## src/rtl/serial_adder_n_if.sv

```systemverilog
// Request/result bundle for the bit-serial adder: operands and mode in, busy/done and flags out.
interface serial_adder_n_if #(
  parameter int WIDTH = 8
);
  logic             start;
  logic             sub;
  logic [WIDTH-1:0] a;
  logic [WIDTH-1:0] b;
  logic             busy;
  logic             done;
  logic [WIDTH-1:0] sum;
  logic             cout;
  logic             ovf;

  modport master (
    output start, sub, a, b,
    input  busy, done, sum, cout, ovf
  );

  modport slave (
    input  start, sub, a, b,
    output busy, done, sum, cout, ovf
  );
endinterface

```

## src/rtl/serial_adder_n.sv

```systemverilog
// Bit-serial add/sub, LSB first, one bit per clock; result WIDTH+1 cycles after start is accepted.
// No backpressure: start is taken only in IDLE/DONE and ignored while busy; results are held, never stalled.
module serial_adder_n #(
  parameter int WIDTH = 8
) (
  input  logic            clk,
  input  logic            rst,
  serial_adder_n_if.slave bus
);
  localparam int CW = $clog2(WIDTH);

  typedef enum logic [1:0] {IDLE, RUN, DONE} state_t;

  state_t           state;
  logic [CW-1:0]    cnt;
  logic [WIDTH-1:0] a_sr;
  logic [WIDTH-1:0] b_sr;
  logic [WIDTH-1:0] res;
  logic             carry;
  logic             busy_q;
  logic             done_q;
  logic [WIDTH-1:0] sum_q;
  logic             cout_q;
  logic             ovf_q;

  logic             s_bit;
  logic             c_nxt;
  logic [WIDTH-1:0] res_nxt;

  // The single full-adder cell; subtraction arrives as a + ~b + 1 via the preset carry.
  assign s_bit   = a_sr[0] ^ b_sr[0] ^ carry;
  assign c_nxt   = (a_sr[0] & b_sr[0]) | (a_sr[0] & carry) | (b_sr[0] & carry);
  assign res_nxt = {s_bit, res[WIDTH-1:1]};

  always_ff @(posedge clk or posedge rst) begin
    if (rst) begin
      state  <= IDLE;
      cnt    <= '0;
      a_sr   <= '0;
      b_sr   <= '0;
      res    <= '0;
      carry  <= 1'b0;
      busy_q <= 1'b0;
      done_q <= 1'b0;
      sum_q  <= '0;
      cout_q <= 1'b0;
      ovf_q  <= 1'b0;
    end else begin
      case (state)
        IDLE, DONE: begin
          done_q <= 1'b0;
          if (bus.start) begin
            a_sr   <= bus.a;
            b_sr   <= bus.sub ? ~bus.b : bus.b;
            carry  <= bus.sub;
            cnt    <= '0;
            busy_q <= 1'b1;
            state  <= RUN;
          end else begin
            state  <= IDLE;
          end
        end
        RUN: begin
          carry <= c_nxt;
          a_sr  <= a_sr >> 1;
          b_sr  <= b_sr >> 1;
          res   <= res_nxt;
          cnt   <= cnt + CW'(1);
          // On the MSB step, carry is the carry into the MSB and c_nxt the carry out.
          if (cnt == CW'(WIDTH - 1)) begin
            sum_q  <= res_nxt;
            cout_q <= c_nxt;
            ovf_q  <= carry ^ c_nxt;
            busy_q <= 1'b0;
            done_q <= 1'b1;
            state  <= DONE;
          end
        end
        default: begin
          busy_q <= 1'b0;
          done_q <= 1'b0;
          state  <= IDLE;
        end
      endcase
    end
  end

  assign bus.busy = busy_q;
  assign bus.done = done_q;
  assign bus.sum  = sum_q;
  assign bus.cout = cout_q;
  assign bus.ovf  = ovf_q;
endmodule

```

## src/flat_wrapper.sv

```systemverilog
// flat-port wrapper written by rule: the top's interface ports become plain ports
module serial_adder_n_flat 
#(
  parameter int WIDTH = 8
)
  (clk, rst, bus_start, bus_sub, bus_a, bus_b, bus_busy, bus_done, bus_sum, bus_cout, bus_ovf);
  serial_adder_n_if #(.WIDTH(WIDTH)) bus_i ();
  input  logic clk;
  input  logic rst;
  input wire logic [$bits(bus_i.start)-1:0] bus_start;
  input wire logic [$bits(bus_i.sub)-1:0] bus_sub;
  input wire logic [$bits(bus_i.a)-1:0] bus_a;
  input wire logic [$bits(bus_i.b)-1:0] bus_b;
  output wire logic [$bits(bus_i.busy)-1:0] bus_busy;
  output wire logic [$bits(bus_i.done)-1:0] bus_done;
  output wire logic [$bits(bus_i.sum)-1:0] bus_sum;
  output wire logic [$bits(bus_i.cout)-1:0] bus_cout;
  output wire logic [$bits(bus_i.ovf)-1:0] bus_ovf;
  assign bus_i.start = bus_start;
  assign bus_i.sub = bus_sub;
  assign bus_i.a = bus_a;
  assign bus_i.b = bus_b;
  assign bus_busy = bus_i.busy;
  assign bus_done = bus_i.done;
  assign bus_sum = bus_i.sum;
  assign bus_cout = bus_i.cout;
  assign bus_ovf = bus_i.ovf;
  serial_adder_n #(.WIDTH(WIDTH)) u_core (.clk(clk), .rst(rst), .bus(bus_i));
endmodule
```

## config.mk

```make
export PLATFORM = sky130hd
export DESIGN_NAME = serial_adder_n_flat
export DESIGN_NICKNAME = d
export VERILOG_FILES = /design/src/rtl/serial_adder_n_if.sv /design/src/rtl/serial_adder_n.sv /design/src/flat_wrapper.sv
export SDC_FILE = /design/constraint.sdc
export NUM_CORES = 1
export LEC_CHECK = 0
export CORE_MARGIN = 3
export CORE_UTILIZATION = 46
export CTS_CLUSTER_DIAMETER = 60
export DETAILED_ROUTE_END_ITERATION = 10
export PLACE_DENSITY_LB_ADDON = 0.08
export SLEW_MARGIN = 15
export SYNTH_ARGS = -nofsm -noshare
export SYNTH_HDL_FRONTEND = slang
export SYNTH_SLANG_ARGS = --single-unit
export TNS_END_PERCENT = 100
```

## constraint.sdc

```tcl
create_clock -name clk -period 1.5 [get_ports clk]
set_input_delay 0.45 -clock clk [delete_from_list [all_inputs] [get_ports clk]]
set_output_delay 0.45 -clock clk [all_outputs]
set_load 0.05 [all_outputs]
```

## Yosys cells after proc, flatten, opt, wreduce, memory -nomap -nowiden

Index checks and enable logic that the tools add are counted.

- Add/subtract/negate cells: 1
- Equality and inequality tests: 5
- Muxes and demuxes: 17
- Bitwise gates (word level): 9
- Reductions and logical operators: 6

Operators with widths:

| operator | number |
|---|---|
| $pmux W8 S2 | 2 |
| $mux W8 | 3 |
| $not A8 Y8 | 1 |
| $mux W1 | 6 |
| $pmux W3 S2 | 1 |
| $reduce_and A2 Y1 | 3 |
| $pmux W1 S2 | 2 |
| $pmux W2 S2 | 1 |
| $add A3 B1 Y3 const B | 1 |
| $and A1 B1 Y1 | 3 |
| $eq A3 B3 Y1 const B | 1 |
| $mux W3 | 1 |
| $xor A1 B1 Y1 | 3 |
| $eq A2 B1 Y1 const B | 1 |
| $eq A2 B2 Y1 const B | 1 |
| $logic_not A2 Y1 | 1 |
| $mux W2 | 1 |
| $ne A2 B1 Y1 const B | 1 |
| $ne A2 B2 Y1 const B | 1 |
| $or A1 B1 Y1 | 2 |
| $reduce_bool A2 Y1 | 1 |
| $reduce_or A2 Y1 | 1 |

- Register bits after elaboration: 42
- Input bits: 20
- Output and inout bits: 12
- Word-level logic and storage cells: 49

## Longest topological paths before layout

- Depth in word-level cells: 4
- Mapped depth: 6
- Depth with buffers taken out: 5

## Worst setup path before layout

No wires, ideal clock.

- Path kind: register to register
- Start: register u_core.cnt[0]
- End: register u_core.sum_q[0] (netlist: u_core.bus.sum[0])
- Setup time: 0.125 ns
- Data arrival time: 1.409 ns
- Data required time: 1.375 ns
- Slack: -0.034 ns
- Stages on the path, launching flop included: 6
- Path buffers: 1
- Period minus slack after synthesis: 1.534 ns
- Cells stage by stage: dfrtp_1 -> ha_1 -> ha_1 -> nand3b_1 -> buf_2 -> mux2_2

- Word-level cells in the longest chain between the ends: 2

Ends and longest elaborated chain:

| item | RTL line | RTL |
|---|---|---|
| from (decl) | serial_adder_n.sv:15 | `logic [CW-1:0] cnt;` |
| from (signal assigned) | serial_adder_n.sv:68 | `cnt <= cnt + CW'(1);` |
| $eq A3 B3 Y1 | serial_adder_n.sv:70 | `if (cnt == CW'(WIDTH - 1)) begin` |
| $reduce_and A2 Y1 (no line) | n/a |  |
| to (signal assigned) | serial_adder_n.sv:71 | `sum_q <= res_nxt;` |
| to (decl) | serial_adder_n.sv:22 | `logic [WIDTH-1:0] sum_q;` |

Every way passes these cells.
A chain may end at the register's enable or synchronous reset.

## Worst setup path after layout

- Start: register u_core.cnt[0]
- End: register u_core.sum_q[5] (netlist: u_core.bus.sum[5])

Same word-level chain as after synthesis.

==> impl_metrics.yaml <==
yosys:
  syn-cell-area_mm2: 0.00170
  synth.area.top_cells: "dfrtp_1 59%, mux2_2 11%, a22o_1 6.2%"
  ys_seq_elements: 40
  syn_nets: 149
  netlist_instances: 126
  syn_area_per_cell_um2: 13.5
  synth_common_cells: "40 x dfrtp_1, 17 x mux2_2, 12 x a22o_1"
  synth_cell_types: 20
  ys_seq_area_frac: 0.588
  yosysTopAreaCell: "dfrtp_1"
  synth_edf_count: 0
  yosysTopAreaCellShare: 0.588
  yosysWarningCount: 0
  ys_async_sr_fraction: 1.00
  synth_most_common_cell: "dfrtp_1"
  synth-main-ff-cell: "dfrtp_1"
timing:
  setup_viol: 0
  relSlewSlack: 0.781
  finalSetupTns_ps: 0
  hold_viol: 0
  fin_ws_ps: 23.2
  rsz0062_at_grt: "yes"
  skew_ps: 5.54
  fin_crit_sh: 0.985
  whs_ps: 487
  worstMarginPinSlew_ps: 327
  fmax_mhz: 677
  layout_min_cycle_time_ps: 1480
  maxSlewViolCount: 0
placement:
  dp_hpwl_um: 2130
  place_ws_ps: -549
  io_buffers: 31
  place.gp.congestion: 0.752
floorplan:
  start_util: 0.495
  die_area_mm2: 0.00447
  die_height_um: 66.8
  io_pins: 32
  die_w_um: 66.8
  coreArea_mm2: 0.00344
  rows: 21
routing:
  wl_per_cell_um: 14.6
  drt_drc_violations_left: 0
  ant_nets: 0
  drt-vias-per-instance: 5.11
  drt-initial-drc-count: 32
  vias: 1120
  wl_um: 3200
  dr.pass1.iters: 4
critical_path:
  cp-end-kind: "flop"
  critPathMaxFanout: 6
  worst_ep_arrival_time_ps: 1650
  critPathKind: "reg -> reg"
  r2r_cells: 5
  startpoint_type: "flop"
  crit_required_ps: 1670
grt:
  grt_pass1_wl_um: 5460
  grt_overflow_total: 0
  first_global_vias: 1167
  grt_use_total: 0.164
  antenna_found_initial: 0
  grt_max_degree: 41
power:
  power_leakage_nw: 1.16
  irDropWorstVdd_mv: 1.03
  finalPower_mw: 5.84
  powerDensity_mw_per_mm2: 2360
final_layout:
  fin_nets: 195
  n_antenna_cell: 0
  area_delta_synth_final_pct: 45.2
  layout-drive-gt1-share: 0.347
  nFillCells: 248
clock_network:
  holdBufCountCts: 0
  htreeDepth: 2
  clk_latency_ps: 290
  cts_buffers: 5
  cts_tree: "built"
  path_clk_slew_ps: 80
  clock-root-buffer: "clkbuf_8"
  cts.sinks: 40
  clockBufferDepth: 2
outcome:
  outcome: "completed"
worst_hold_path:
  hp-class: "reg -> reg"
  min_path_cells: 1
flow_run:
  maxCapViolCount: 0
through the flow:
step                      utilization  instances  cell area, µm²
final                           0.718        219            2470
after global routing            0.718        219            2470
after CTS                       0.726        220            2500
after detailed placement        0.662        206            2280
after global placement          0.662        206            2280
after floorplan                     -        126            1710
power by group:
part	switching, mW	internal (mW)
clock network	0.361	0.587
logic	1.29	1.62
registers	0.390	1.60
flip-flops by register name, summed over array words and instances, names as in the netlist:
signal           flops
u_core.cnt           3
u_core.a_sr          8
u_core.bus.sum       8
u_core.state         2
u_core.bus.cout      1
u_core.carry         1
u_core.bus.busy      1
u_core.b_sr          8
u_core.res           7
u_core.bus.ovf       1
repair_timing:
action | CTS | global route
pin swaps | 2 | 2
gates resized for setup | 8 | 4
gates cloned | 1 | 0
setup endpoints to repair | 29 | 25
buffers inserted | 5 | 1
placed cells by master (no fill, tap or decap):
master and instances:
dfrtp_1 39, buf_6 2, clkbuf_8 7, inv_1 3, mux2_4 3, bufinv_16 1
a21o_1 8, ha_4 1, nand3b_1 1, a22o_1 12, nor2b_2 2, dfrtp_2 1
nand2b_1 1, xnor2_1 8, ha_2 1, buf_12 15, mux2_2 14, nand2_1 3
clkdlybuf4s50_1 19, nor2_4 1, fa_1 1, buf_4 12, xor2_1 1, nor2_1 7
a221o_1 7, o21ai_0 3
cells by family (layout without fill, tap and decap cells):
group | Yosys count | count (layout) | share of synthesized area
AOI/OAI and AO/OA | 30 | 30 | 0.147
xor gates and xnor gates | 9 | 9 | 0.0463
adders and majority gates | 3 | 3 | 0.0264
buffers and inverters | 12 | 59 | 0.0404
DFF | 40 | 40 | 0.588
muxes | 17 | 17 | 0.112
and+or+nand+nor | 15 | 15 | 0.0397
final timing paths:
check | startpoint | end | slack [ps]
max | u_core.cnt[0]$_DFFE_PP0P_ | u_core.bus.sum[5]$_DFFE_PP0P_ | 20
min in group asynchronous | rst | u_core.bus.sum[4]$_DFFE_PP0P_ | 530
min | u_core.a_sr[1]$_DFFE_PP0P_ | u_core.a_sr[1]$_DFFE_PP0P_ | 490
max reg2reg | u_core.cnt[0]$_DFFE_PP0P_ | u_core.bus.sum[5]$_DFFE_PP0P_ | 20
min reg2reg | u_core.a_sr[1]$_DFFE_PP0P_ | u_core.a_sr[1]$_DFFE_PP0P_ | 490
max in group asynchronous | rst | u_core.state[1]$_DFFE_PP0P_ | 770
worst max-delay path: stages, from the launching register on:
cell and delay (ps):
dfrtp_1 390, ha_2 200, ha_4 160, nand3b_1 130, buf_6 160, mux2_2 330
final cells by class:
| class | count | area, µm² | area share |
|---|---|---|---|
| clock buffer | 7 | 96.3 | 0.0390 |
| clock inverter | 1 | 30.0 | 0.0121 |
| inverter | 3 | 11.3 | 0.00455 |
| multi-input combinational | 74 | 672 | 0.272 |
| sequential | 40 | 1000 | 0.405 |
| tap | 46 | 57.6 | 0.0233 |
| timing repair buffer | 48 | 603 | 0.244 |
layer usage:
| layer | track usage | part of all wire | vias to the layer above |
|---|---|---|---|
| li1 | - | - | 541 |
| met3 | 0.0354 | 0.044 | 5 |
| met2 | 0.256 | 0.48 | 29 |
| met4 | 0.0533 | 0.011 | 0 |
| met5 | 0 | 0 | - |
| met1 | 0.228 | 0.46 | 545 |
(Power assumes the default switching activity.)
